**src/rtl/ahb_stream_loader.sv**
```systemverilog
// ahb_stream_loader
//   AHB-Lite master that boot-loads a program image into on-chip memory. It
//   takes a byte stream over a valid/ready handshake, packs four bytes per
//   word little-endian and writes NWORDS words to consecutive word addresses
//   from BASE_ADDR. Each word goes out as a single NONSEQ WORD write, and at
//   most one transfer is outstanding at any time.
//
// Optional feature macro: LOADER_READBACK_EN
//   When defined, every write is followed by a NONSEQ read of the same address.
//   The returned data is compared with the word just written, and any mismatch
//   sets the sticky verify_err flag. When not defined, verify_err is tied to 0
//   and HRDATA is ignored.
//
// Parameters
//   BASE_ADDR  byte address of the first word (low 2 bits must be 0)
//   NWORDS     words per load, 1..2^20
//
// Ports
//   HCLK        in   system clock, rising edge
//   HRESET      in   asynchronous active-high reset
//   start       in   1-cycle pulse that starts a load (only honoured in IDLE)
//   s_data      in   stream byte
//   s_valid     in   stream byte valid
//   s_ready     out  high only while collecting bytes for a word
//   HADDR       out  AHB address
//   HTRANS      out  IDLE (2'b00) or NONSEQ (2'b10)
//   HWRITE      out  1 = write
//   HSIZE       out  fixed WORD (3'b010)
//   HWDATA      out  write data, valid in the write data phase
//   HREADY      in   bus ready; a low value stretches the current phase
//   HRDATA      in   read data (used only with readback)
//   busy        out  high from the cycle after an accepted start until done
//   done        out  1-cycle pulse after the last word completes
//   verify_err  out  sticky readback mismatch flag

module ahb_stream_loader #(
  parameter logic [31:0] BASE_ADDR = 32'h0000_0000,
  parameter int unsigned NWORDS    = 1024
) (
  input  logic        HCLK,
  input  logic        HRESET,
  input  logic        start,
  input  logic [7:0]  s_data,
  input  logic        s_valid,
  output logic        s_ready,
  output logic [31:0] HADDR,
  output logic [1:0]  HTRANS,
  output logic        HWRITE,
  output logic [2:0]  HSIZE,
  output logic [31:0] HWDATA,
  input  logic        HREADY,
  input  logic [31:0] HRDATA,
  output logic        busy,
  output logic        done,
  output logic        verify_err
);

  localparam logic [1:0] TRANS_IDLE   = 2'b00;
  localparam logic [1:0] TRANS_NONSEQ = 2'b10;

  // Wide enough to hold NWORDS itself (up to 2^20).
  localparam int CNT_W = $clog2(NWORDS + 1);
  localparam logic [CNT_W-1:0] LAST_CNT = CNT_W'(NWORDS - 1);

  typedef enum logic [2:0] {
    S_IDLE,
    S_FILL,
    S_WADDR,
    S_WDATA,
    S_RADDR,
    S_RDATA,
    S_DONE
  } state_t;

  state_t             state_reg;
  state_t             state_next;

  logic [31:0]        addr_reg;
  logic [CNT_W-1:0]   word_cnt_reg;
  logic [1:0]         byte_idx_reg;
  logic [31:0]        word_reg;

  logic               start_take;
  logic               byte_take;
  logic               word_done;
  logic               word_last;

  assign start_take = (state_reg == S_IDLE) && start;
  assign byte_take  = (state_reg == S_FILL) && s_valid;
  assign word_last  = (word_cnt_reg == LAST_CNT);

  // The address register doubles as HADDR. It only changes between transfers,
  // so the address stays stable through any wait states.
  assign HADDR = addr_reg;
  assign HSIZE = 3'b010;
  assign busy  = (state_reg != S_IDLE);

  // --------------------------------------------------------------------------
  // State register. Because the reset is asynchronous, HTRANS (which is
  // decoded from the state) drops to IDLE as soon as HRESET rises.
  // --------------------------------------------------------------------------
  always_ff @(posedge HCLK or posedge HRESET) begin
    if (HRESET) begin
      state_reg <= S_IDLE;
    end else begin
      state_reg <= state_next;
    end
  end

  // --------------------------------------------------------------------------
  // Next-state logic and bus/handshake outputs
  // --------------------------------------------------------------------------
  always_comb begin
    state_next = state_reg;
    s_ready    = 1'b0;
    HTRANS     = TRANS_IDLE;
    HWRITE     = 1'b0;
    HWDATA     = '0;
    done       = 1'b0;
    word_done  = 1'b0;

    case (state_reg)
      S_IDLE: begin
        if (start) begin
          state_next = S_FILL;
        end
      end

      S_FILL: begin
        s_ready = 1'b1;
        if (s_valid && (byte_idx_reg == 2'd3)) begin
          state_next = S_WADDR;
        end
      end

      S_WADDR: begin
        HTRANS = TRANS_NONSEQ;
        HWRITE = 1'b1;
        if (HREADY) begin
          state_next = S_WDATA;
        end
      end

      S_WDATA: begin
        HWDATA = word_reg;
        if (HREADY) begin
`ifdef LOADER_READBACK_EN
          state_next = S_RADDR;
`else
          word_done  = 1'b1;
          state_next = word_last ? S_DONE : S_FILL;
`endif
        end
      end

`ifdef LOADER_READBACK_EN
      S_RADDR: begin
        HTRANS = TRANS_NONSEQ;
        if (HREADY) begin
          state_next = S_RDATA;
        end
      end

      S_RDATA: begin
        if (HREADY) begin
          word_done  = 1'b1;
          state_next = word_last ? S_DONE : S_FILL;
        end
      end
`endif

      S_DONE: begin
        // start is deliberately not examined here; a new load needs IDLE.
        done       = 1'b1;
        state_next = S_IDLE;
      end

      default: begin
        state_next = S_IDLE;
      end
    endcase
  end

  // --------------------------------------------------------------------------
  // Datapath: address, word counter, and byte packing
  // --------------------------------------------------------------------------
  always_ff @(posedge HCLK or posedge HRESET) begin
    if (HRESET) begin
      addr_reg     <= '0;
      word_cnt_reg <= '0;
      byte_idx_reg <= '0;
      word_reg     <= '0;
    end else begin
      if (start_take) begin
        addr_reg     <= BASE_ADDR;
        word_cnt_reg <= '0;
        byte_idx_reg <= '0;
        word_reg     <= '0;
      end
      if (byte_take) begin
        // Little-endian packing: the first byte lands in bits [7:0].
        word_reg[{byte_idx_reg, 3'b000} +: 8] <= s_data;
        byte_idx_reg                         <= byte_idx_reg + 2'd1;
      end
      if (word_done) begin
        // 32-bit wrap past 32'hFFFF_FFFC is intentional.
        addr_reg     <= addr_reg + 32'd4;
        word_cnt_reg <= word_cnt_reg + CNT_W'(1);
      end
    end
  end

  // --------------------------------------------------------------------------
  // Readback verification
  // --------------------------------------------------------------------------
`ifdef LOADER_READBACK_EN
  logic verify_err_reg;

  always_ff @(posedge HCLK or posedge HRESET) begin
    if (HRESET) begin
      verify_err_reg <= 1'b0;
    end else if (start_take) begin
      verify_err_reg <= 1'b0;
    end else if ((state_reg == S_RDATA) && HREADY && (HRDATA != word_reg)) begin
      verify_err_reg <= 1'b1;
    end
  end

  assign verify_err = verify_err_reg;
`else
  logic unused_hrdata;
  assign unused_hrdata = ^HRDATA;
  assign verify_err    = 1'b0;
`endif

endmodule
```
**config.mk**
```make
export PLATFORM = sky130hd
export DESIGN_NAME = ahb_stream_loader
export DESIGN_NICKNAME = d
export VERILOG_FILES = /design/src/rtl/ahb_stream_loader.sv
export SDC_FILE = /design/constraint.sdc
export NUM_CORES = 1
export LEC_CHECK = 0
export CORE_MARGIN = 4
export CORE_UTILIZATION = 40
export DETAILED_ROUTE_END_ITERATION = 8
export PLACE_DENSITY_LB_ADDON = 0.3
export SETUP_SLACK_MARGIN = 0.4
export SKIP_LAST_GASP = 1
export SYNTH_ARGS = -nofsm -noshare
export SYNTH_HDL_FRONTEND = slang
export SYNTH_SLANG_ARGS = --single-unit
```
**constraint.sdc**
```tcl
create_clock -name HCLK -period 2.7 [get_ports HCLK]
set_input_delay 0.405 -clock HCLK [delete_from_list [all_inputs] [get_ports HCLK]]
set_output_delay 0.405 -clock HCLK [all_outputs]
set_load 0.01 [all_outputs]
```
# Yosys cells after proc, flatten, opt, wreduce, memory -nomap -nowiden
# Index checks and enable logic that the tools add are counted.
dict set report classes {
  n_addsub 4
  n_eq_ne 10
  shift 2
  mux 22
  reduce_logical 8
}
# operator count
set op_table {}
lappend op_table {{two-way mux 32 bit} 5}
lappend op_table {{adder 32 x 3 -> 32 bit, second input constant} 1}
lappend op_table {{bitwise mux 32 bit} 1}
lappend op_table {{variable shift 8 x 7 -> 32 bit, first input constant} 1}
lappend op_table {{indexed part select 8 x 7 -> 32 bit} 1}
lappend op_table {{two-way mux 11 bit} 2}
lappend op_table {{two-way mux 3 bit} 5}
lappend op_table {{one-hot mux 3 bit (4 select lines)} 1}
lappend op_table {{adder 11 x 1 -> 11 bit, second input constant} 1}
lappend op_table {{equality test 11 x 10 -> 1 bit, second input constant} 1}
lappend op_table {{negator 5 -> 7 bit} 1}
lappend op_table {{equality test 3 x 2 -> 1 bit, second input constant} 2}
lappend op_table {{two-way mux 2 bit} 3}
lappend op_table {{!= test 2 bit, second input constant} 3}
lappend op_table {{two-way mux 1 bit} 5}
lappend op_table {{AND reduction 4 bit} 1}
lappend op_table {{nonzero test 2 bit} 2}
lappend op_table {{equality test 3 x 1 -> 1 bit, second input constant} 1}
lappend op_table {{equality test 3 bit, second input constant} 1}
lappend op_table {{logical AND 1 bit} 3}
lappend op_table {{logical NOT 3 bit} 1}
lappend op_table {{nonzero test 3 bit} 1}
lappend op_table {{adder 2 x 1 -> 2 bit, second input constant} 1}
lappend op_table {{equality test 2 bit, second input constant} 1}
lappend op_table {{!= test 2 x 1 -> 1 bit, second input constant} 1}
dict set report word_totals {
  regBits 80
  input_bits 45
  output_inout_bits 74
}

# Depth between registers and ports, before layout
# Gate-level depths: netlist (run 1).
dict set report depth {
  ltp_word 5
  mapped_depth 7
  depth_no_buf 6
}

# Worst setup path before layout (run 1)
# OpenSTA, ideal clock, no wires.
dict set report synth_timing {
  kind {reg-to-reg}
  start {register state_reg[2]}
  end {register word_reg[0]}
  setup_ps 134
  arrival_ps 1652
  required_ps 2566
  slack_ps 914
  path_stages_with_launch 7
  n_path_buf 3
  synth_period_minus_slack_ps 1786
  path_cell_list {dfrtp_1 buf_2 or4b_2 buf_2 buf_2 nand3_1 o21ai_0}
}
dict set report synth_via {
  elab_chain_cells 5
}
# element line
set synth_lines {}
lappend synth_lines {{start: declaration} 75} ;# state_t state_reg;
lappend synth_lines {{start signal: assignment} 106} ;# state_reg <= state_next;
lappend synth_lines {{logical NOT 3 bit} 88} ;# assign start_take = (state_reg == S_IDLE) && start;
lappend synth_lines {{logical AND 1 bit} 88}
lappend synth_lines {{two-way mux 32 bit} 194} ;# if (start_take) begin
lappend synth_lines {{bitwise mux 32 bit} 202} ;# word_reg[{byte_idx_reg, 3'b000} +: 8] <= s_data;
lappend synth_lines {{two-way mux 32 bit *} 200} ;# if (byte_take) begin
lappend synth_lines {{end signal: indexed assignment} 202}
lappend synth_lines {{end: declaration} 81} ;# logic [31:0] word_reg;
# Mark *: on every way between the ends. The rest lies on a longest branch, timed or not.
# A chain may end at the register's enable or synchronous reset.

# Worst setup path after layout (run 1)
dict set report layout_timing {
  start {register state_reg[1]}
  end {output port busy}
}
dict set report layout_via {
  elab_chain_cells 1
}
# element line
set layout_lines {}
lappend layout_lines {{nonzero test 3 bit} 96} ;# assign busy = (state_reg != S_IDLE);
lappend layout_lines {{end: declaration} 53} ;# output logic busy,
# Every way passes these cells.

==> out/metrics.cfg, run 1 <==
[global_route]
overflow=0
grt_max_degree=39
grt_pass1_wl_mm=16.66
first_global_vias=3318
antenna_found_initial=0
grt_use_total_pct=17.48

[timing]
skew_ps=8.697
fmax_mhz=446.3
maxSlewHeadroom_pct=53.24
period_share_pct=83.00
finalMaxSlewViolations=0
tns_ps=0
fin_ws_ps=459.1
whs_ps=339.6
rsz0062_at_grt=true
max_slew.worst_pin.slew_ps=695.0
hold_viol_final=0
period_needed_ps=2241
setup_viol=0

[finish]
diodes=0
drive_gt1_share_pct=9.728
largest_register_ffs=32
layout.nets=561
area_growth_pct=30.49
final_core_util_pct=53.91

[yosys]
synth_cells=424
synth_top_area_cell=dfrtp_1
synth_flop_cell=dfrtp_1
netlist_area_mm2=0.004075
synth_area_per_cell_um2=9.611
synthArstFlopShare_pct=100.0
synth.top_cell.area_share_pct=47.90
ys_warn_count=0
synth.area.top_cells=dfrtp_1, nand2_1, and2_1
synth_seq_cells=78
ys_seq_area_share_pct=47.90
synth_edf_count=0
yosysUniqueCellTypes=48

[clocking]
path_clk_slew_ps=90
cts_num_sinks=78
ctsLongestPathBuffers=2
tritoncts=done
ctsHoldBuffers=0
cts_root_buffer=clkbuf_8
htree_levels=3
clk_latency_ps=350
numCtsBuffers=9

[critical_path]
critPathKind=reg -> out
r2r_end=HADDR[21]
crit_arrival_ps=1840
r2r_cells=6
critical_path_peak_fanout=8
cp-start-kind=register
critPathRequiredTime_ps=2300
r2r_slack_ps=620
r2r-start=state_reg[1]
cp-end-kind=primary output
cp-startpoint=state_reg[1]
crit_end=busy

[power]
p_sw_share_pct=35.58
p_comb_share_pct=32.8
max-vdd-ir-drop_mv=0.3083
p_per_area_mw_per_mm2=625.9
p_sw_mw=1.184
seq_power_share_pct=42.8
p_int_mw=2.144
p_leak_nw=2.659
p_clk_share_pct=24.4

[die]
rows=36
core_area_mm2=0.009864
die_h_um=108.9
pin_count=119
die_area_mm2=0.01187
initial_core_util_pct=41.31
fp.dieW_um=108.9

[detailed_routing]
ant_nets=0
vias=3468
dr.pass1.iters=4
drt_iter0_drc=158
route.detailed.drc=0
wl_mm=10.24
routedWlPerCell_um=15.83
vias_per_cell=5.360

[place]
hpwl_mm=7.233
pre_cts_slack_ps=316.7
place_congestion=0.8110
port_buffers=79

[status]
status=completed

[hold_path]
hp-class=in -> async

[run]
maxCapViolCount=0

worst min path at each step:
| stage | end | start | cells past startpoint | slack [ps] |
|---|---|---|---|---|
| finish | word_reg[5] | HRESET | 2 | 340 |
| CTS | word_reg[5] | HRESET | 2 | 330 |
| floorplan | word_cnt_reg[4] | word_cnt_reg[4] | 1 | 450 |
| detailed placement | HADDR[31] | HADDR[31] | 1 | 470 |
| global placement | HADDR[31] | HADDR[31] | 1 | 460 |
| global route | word_reg[4] | HRESET | 2 | 330 |
layer usage:
layer | vias to the layer above | track usage, % | wire (um)
li1 | 1695 | - | -
met2 | 88 | 29.21 | 4904
met5 | - | 0 | 0
met3 | 9 | 3.552 | 508
met4 | 0 | 4.869 | 92
met1 | 1676 | 23.05 | 4736
synthesized netlist by cell type, types with 2 or more instances:
library cell and number:
dfrtp_1 78, nand2_1 64, o21ai_0 36, and2_1 34, nand3_1 28, a22o_1 18, mux2i_1 15, nand4_1 15
clkbuf_1 12, nor2_1 11, nor4_1 10, o211ai_1 10, buf_4 9, o31ai_1 9, ha_1 7, inv_1 7
nor3_1 7, buf_2 5, and3_1 4, and4_1 4, a31oi_1 3, nor3b_1 3, or3_1 3, and3b_1 2
buf_6 2, conb_1 2, nand4_2 2, nand4b_1 2, or2_2 2, or4_1 2
power groups by stage:
stage	sequential (mW)	combinational, mW	clock [mW]
after floorplan	1.43	0.659	0
after global placement	1.44	0.970	0
after detailed placement	1.45	0.998	0
after CTS	1.42	1.02	0.842
after global routing	1.45	1.21	0.896
final	1.43	1.09	0.811
critical path, cell delays in order (launching register included):
cell,delay (ps)
dfrtp_1,390
buf_6,120
buf_4,160
or3_1,340
clkdlybuf4s50_1,480
what timing repair did:
action,CTS,global route
buffers inserted,2,5
endpoints found under the setup margin,33,18
gates cloned,0,1
gates resized for setup,19,19
placed cells by master, fill, tap and decap left out, types with 3 or more instances in the layout:
master / Yosys / layout
a22o_1: 18 / 18
a31oi_1: 3 / 3
and2_1: 34 / 34
and3_1: 4 / 4
and4_1: 4 / 4
buf_12: 0 / 3
buf_4: 9 / 15
clkbuf_8: 0 / 9
clkdlybuf4s50_1: 0 / 46
clkinv_4: 0 / 3
conb_1: 2 / 7
dfrtp_1: 78 / 77
dlygate4sd2_1: 0 / 15
dlymetal6s2s_1: 0 / 18
ha_1: 7 / 7
inv_1: 7 / 6
mux2i_1: 15 / 15
nand2_1: 64 / 64
nand3_1: 28 / 28
nand4_1: 15 / 15
nor2_1: 11 / 11
nor3_1: 7 / 7
nor4_1: 10 / 10
o211ai_1: 10 / 10
o21ai_0: 36 / 36
o31ai_1: 9 / 9
or3_1: 3 / 3
area by class of cell:
cell class | count | area, um^2
Fill cell | 881 | 4547
Multi-Input combinational cell | 314 | 1959
Sequential cell | 78 | 1953
Timing Repair Buffer | 99 | 1026
Tap cell | 133 | 166.4
Clock buffer | 9 | 123.9
Clock inverter | 7 | 58.81
Inverter | 7 | 30.03
per-stage QoR:
step	instances	area [um^2]	power, mW
2_1_floorplan	429	4098	2.091
3_3_place_gp	623	5014	2.407
3_5_place_dp	623	5014	2.444
4_1_cts	641	5204	3.281
5_1_grt	647	5318	3.554
6_report	647	5318	3.328
cell families after synthesis:
group           after synthesis  synth area share (%)
compound gates               82                 13.66
xor+xnor                      1                0.2150
fa+ha+maj                     7                 2.149
buf+inv                      37                 4.789
flops                        78                 47.90
mux                          16                 3.961
other cells                   2                0.1843
simple gates                201                 27.14
Power figures use the tool's default switching activity.
==> inputs of run 2 (changes only) <==
Clock period 2.7 ns to 2.1 ns, I/O delays scaled along.
==> out/metrics.cfg, run 2 (same netlist as run 1, synthesis figures left out) <==
[finish]
fillers=686
area_growth_pct=64.29
multi_input_area_mm2=0.002390
final_common_cell=dfrtp_1
largest_register_ffs=32
drive_gt1_share_pct=46.00
register_area_mm2=0.001982
stdcell_area_mm2=0.006695
diodes=0
layout_common_cells=dfrtp_1, buf_6, buf_4
final_cells=720
layout.nets=634

[status]
status=completed

[die]
initial_core_util_pct=41.31
core_area_mm2=0.009864
die_h_um=108.9
pin_count=119
die_area_mm2=0.01187
rows=36
fp.dieW_um=108.9

[clocking]
numCtsBuffers=9
htree_levels=3
cts_num_sinks=78
cts_root_buffer=clkbuf_8
clk_latency_ps=350
tritoncts=done
ctsLongestPathBuffers=2
path_clk_slew_ps=90

[critical_path]
critPathRequiredTime_ps=2320
cpMostUsedCell=buf_6
critical_path_peak_fanout=5
cp-start-kind=register
cp-end-kind=register
slowest_delay_ps=600
critPathKind=reg -> reg
slowest_stage=or4_4
path_cells=buf_6, buf_6, nand4b_4, or4_4, buf_6, o211ai_1, o31ai_1
crit_arrival_ps=2140

[detailed_routing]
vias=4114
drt_iter0_drc=234
wl_mm=13.39
routedWlPerCell_um=18.60
ant_nets=0
vias_per_cell=5.714
route.detailed.drc=0
dr.pass1.iters=5

[global_route]
grt_use_total_pct=21.25
first_global_vias=3890
grt_pass1_wl_mm=19.70
antenna_found_initial=0
grt_max_degree=33
overflow=0

[power]
p_comb_share_pct=46.1
p_sw_mw=1.978
p_clk_share_pct=22.4
p_per_area_mw_per_mm2=870.2
p_leak_nw=3.123
max-vdd-ir-drop_mv=0.4518
seq_power_share_pct=31.5
power_mw=5.826
p_sw_share_pct=33.94
p_int_mw=3.848

[place]
place_congestion=0.7958
port_buffers=79
placed_cell_area_mm2=0.005141
placed_cells=637
hpwl_mm=7.272

[hold_path]
hp-class=in -> async

[timing]
whs_ps=326.9
finalMaxSlewViolations=0
fmax_mhz=520.3
hold_viol_final=0
period_needed_ps=1922
rsz0062_at_grt=true
skew_ps=9.727
period_share_pct=91.51
setup_viol=0

[run]
maxCapViolCount=0

run 2: cell types whose count changed in the layout (fill, tap and decap cells not counted), moves of 25 or more:
cell     delta
buf_4      +34
and2_4     +32
o21ai_0    -25
and2_1     -32
buf_6      +52
run 2: cell type report:
type / instances / area share [%]
clock buffers: 11 / 2.261
clock inverters: 5 / 1.215
inverters: 7 / 0.4485
multi-input cells: 315 / 35.69
flip-flops and latches: 78 / 29.60
well taps: 133 / 2.486
repair buffers: 171 / 28.29
run 2: per-layer routing:
layer,track usage [%],vias to the layer above,wire length [um]
li1,-,1855,-
met1,27.28,2064,5501
met2,35.13,165,6929
met3,5.033,30,735
met4,7.394,0,225
met5,0,-,0
run 2: final timing paths:
path / startpoint / to / slack [ps] / cells past startpoint
setup reg to reg: state_reg[1] / HADDR[13] / 180 / 7
max in group asynchronous: HRESET / byte_idx_reg[0] / 1240 / 3
hold / removal: HRESET / word_reg[31] / 330 / 2
min in group HCLK: word_cnt_reg[4] / word_cnt_reg[4] / 490 / 1
setup / recovery: state_reg[1] / HADDR[13] / 180 / 7
hold reg to reg: word_cnt_reg[4] / word_cnt_reg[4] / 490 / 1
run 2: power by group through the flow:
stage	Sequential (mW)	Combinational [mW]	Clock, mW
after CTS	1.83	2.25	1.32
final	1.84	2.68	1.31
after global placement	1.87	1.27	0
after global routing	1.86	2.87	1.40
after detailed placement	1.87	1.31	0
after floorplan	1.84	0.863	0
run 2: per-stage QoR:
stage | worst slack (ps) | TNS, ps | util (%)
final | 178.2 | 0 | 67.87
after global routing | 89.13 | 0 | 67.87
after CTS | 246.8 | 0 | 61.92
after detailed placement | -56.47 | -275.8 | 52.12
after global placement | -50.75 | -138.9 | 52.12
after floorplan | 398.5 | 0 | -
run 2: worst max-delay path: cells and delay by family (launching register included):
| family | cells | cell delay [ps] |
|---|---|---|
| AOI/OAI and AO/OA | 2 | 300 |
| buffers and inverters | 3 | 390 |
| DFF | 1 | 370 |
| and+or+nand+nor | 2 | 730 |
run 2: timing repair:
action | CTS | global route
endpoints found under the setup margin | 94 | 134
gates cloned | 10 | 1
buffers inserted | 28 | 28
gates resized for setup | 276 | 116
pin swaps | 50 | 35
hold buffers | 0 | 0
==> inputs of run 3 (changes only) <==
Settings changed: CAP_MARGIN from default to 20, CORE_MARGIN 4 to 3, GPL_TIMING_DRIVEN from default to 0.
==> out/metrics.cfg, run 3 (same netlist as run 1, synthesis figures left out) <==
[clocking]
ctsHoldBuffers=0
path_clk_slew_ps=90
tritoncts=done
htree_levels=3
numCtsBuffers=9
cts_num_sinks=78
clk_latency_ps=360
ctsLongestPathBuffers=2
cts_root_buffer=clkbuf_8

[finish]
fillers=700
layout_common_cells=buf_4, dfrtp_1, nand2_1
final_common_cell=buf_4
layout.nets=645
largest_register_ffs=32
register_area_mm2=0.001978
final_core_util_pct=68.60
diodes=0
area_growth_pct=65.31
drive_gt1_share_pct=46.40
final_cells=730
multi_input_area_mm2=0.002446
stdcell_area_mm2=0.006736

[timing]
whs_ps=476.4
hold_viol_final=0
fmax_mhz=493.9
maxSlewHeadroom_pct=39.42
finalMaxSlewViolations=0
setup_viol=0
period_share_pct=96.42
period_needed_ps=2025
skew_ps=10.63
max_slew.worst_pin.slew_ps=906.8
fin_ws_ps=75.17
tns_ps=0
rsz0062_at_grt=true

[detailed_routing]
routedWlPerCell_um=18.36
route.detailed.drc=0
vias=4043
wl_mm=13.40
vias_per_cell=5.538
drt_iter0_drc=213
ant_nets=0
dr.pass1.iters=5

[die]
pin_count=119
rows=36
die_area_mm2=0.01144
fp.dieW_um=106.9
core_area_mm2=0.009819
initial_core_util_pct=41.50
die_h_um=106.9

[hold_path]
timing.hold.worst_path_depth=1
hp-class=reg -> reg

[run]
maxCapViolCount=0

[global_route]
first_global_vias=3983
grt_max_degree=41
grt_use_total_pct=22.58
grt_pass1_wl_mm=20.47
overflow=0
antenna_found_initial=0

[critical_path]
slowest_delay_ps=540
cp-start-kind=register
r2r-start=state_reg[2]
crit_arrival_ps=2260
r2r_end=HADDR[20]
crit_end=HADDR[20]
r2r_cells=9
slowest_stage=or4b_4
cp-startpoint=state_reg[2]
path_cells=buf_6, buf_4, buf_6, or4b_4, buf_12, buf_12, buf_16, nand2_2, mux2i_1
critPathKind=reg -> reg
cp-end-kind=register
r2r_slack_ps=80
critical_path_peak_fanout=7
critPathRequiredTime_ps=2340

[place]
placed_cell_area_mm2=0.005104
port_buffers=79
pre_cts_slack_ps=-281.0
place_congestion=0.7868
hpwl_mm=7.451
placed_cells=642

[power]
p_per_area_mw_per_mm2=822.1
p_leak_nw=3.205
power_mw=5.538
max-vdd-ir-drop_mv=0.4448

[status]
status=completed

-- run 3: cell types whose count changed in the layout (fill, tap and decap cells not counted), sizes merged --
cell | previous run | this run
clkdlybuf4s50 | 32 | 33
bufinv | 2 | 3
dlymetal6s2s | 10 | 7
buf | 128 | 133
dlygate4sd2 | 0 | 2
clkbuf | 12 | 17
or4b | 2 | 1
-- run 3: final cells by class --
| cell class | instances | area share [%] |
|---|---|---|
| clock buffers | 9 | 1.839 |
| flip-flops and latches | 78 | 29.36 |
| clock inverters | 6 | 1.653 |
| inverters | 7 | 0.4458 |
| well taps | 133 | 2.470 |
| multi-input cells | 314 | 36.31 |
| repair buffers | 153 | 23.20 |
| plain buffers | 30 | 4.718 |
-- run 3: how the worst min path moves through the flow --
stage | from | endpoint
after floorplan | s_data[2] | word_reg[10]
after global placement | HADDR[31] | HADDR[31]
after detailed placement | HADDR[31] | HADDR[31]
after CTS | HADDR[31] | HADDR[31]
after global routing | word_cnt_reg[4] | word_cnt_reg[4]
final | HADDR[31] | HADDR[31]
-- run 3: where the power goes --
| part | internal (mW) | switching [mW] |
|---|---|---|
| Sequential | 1.70 | 0.155 |
| Clock | 0.783 | 0.591 |
| Combinational | 1.16 | 1.15 |
-- run 3: repair_timing --
| action | CTS | global route |
|---|---|---|
| pin swaps | 51 | 27 |
| gates cloned | 8 | 0 |
| endpoints found under the setup margin | 122 | 132 |
| buffers inserted | 37 | 28 |
| gates resized for setup | 321 | 97 |
-- run 3: metal layers --
layer	GRT usage (%)	vias to the layer above	part of all wire, %
li1	-	1865	-
met1	28.68	1973	41
met2	37.77	162	49
met3	3.913	43	6.2
met4	10.05	0	3.1
met5	0	-	0
-- run 3: worst max-delay path: cells and delay by family, from the launching register on --
family / cells / cell delay [ps]
muxes: 1 / 70
DFF: 1 / 420
and+or+nand+nor: 2 / 620
buffers and inverters: 6 / 810
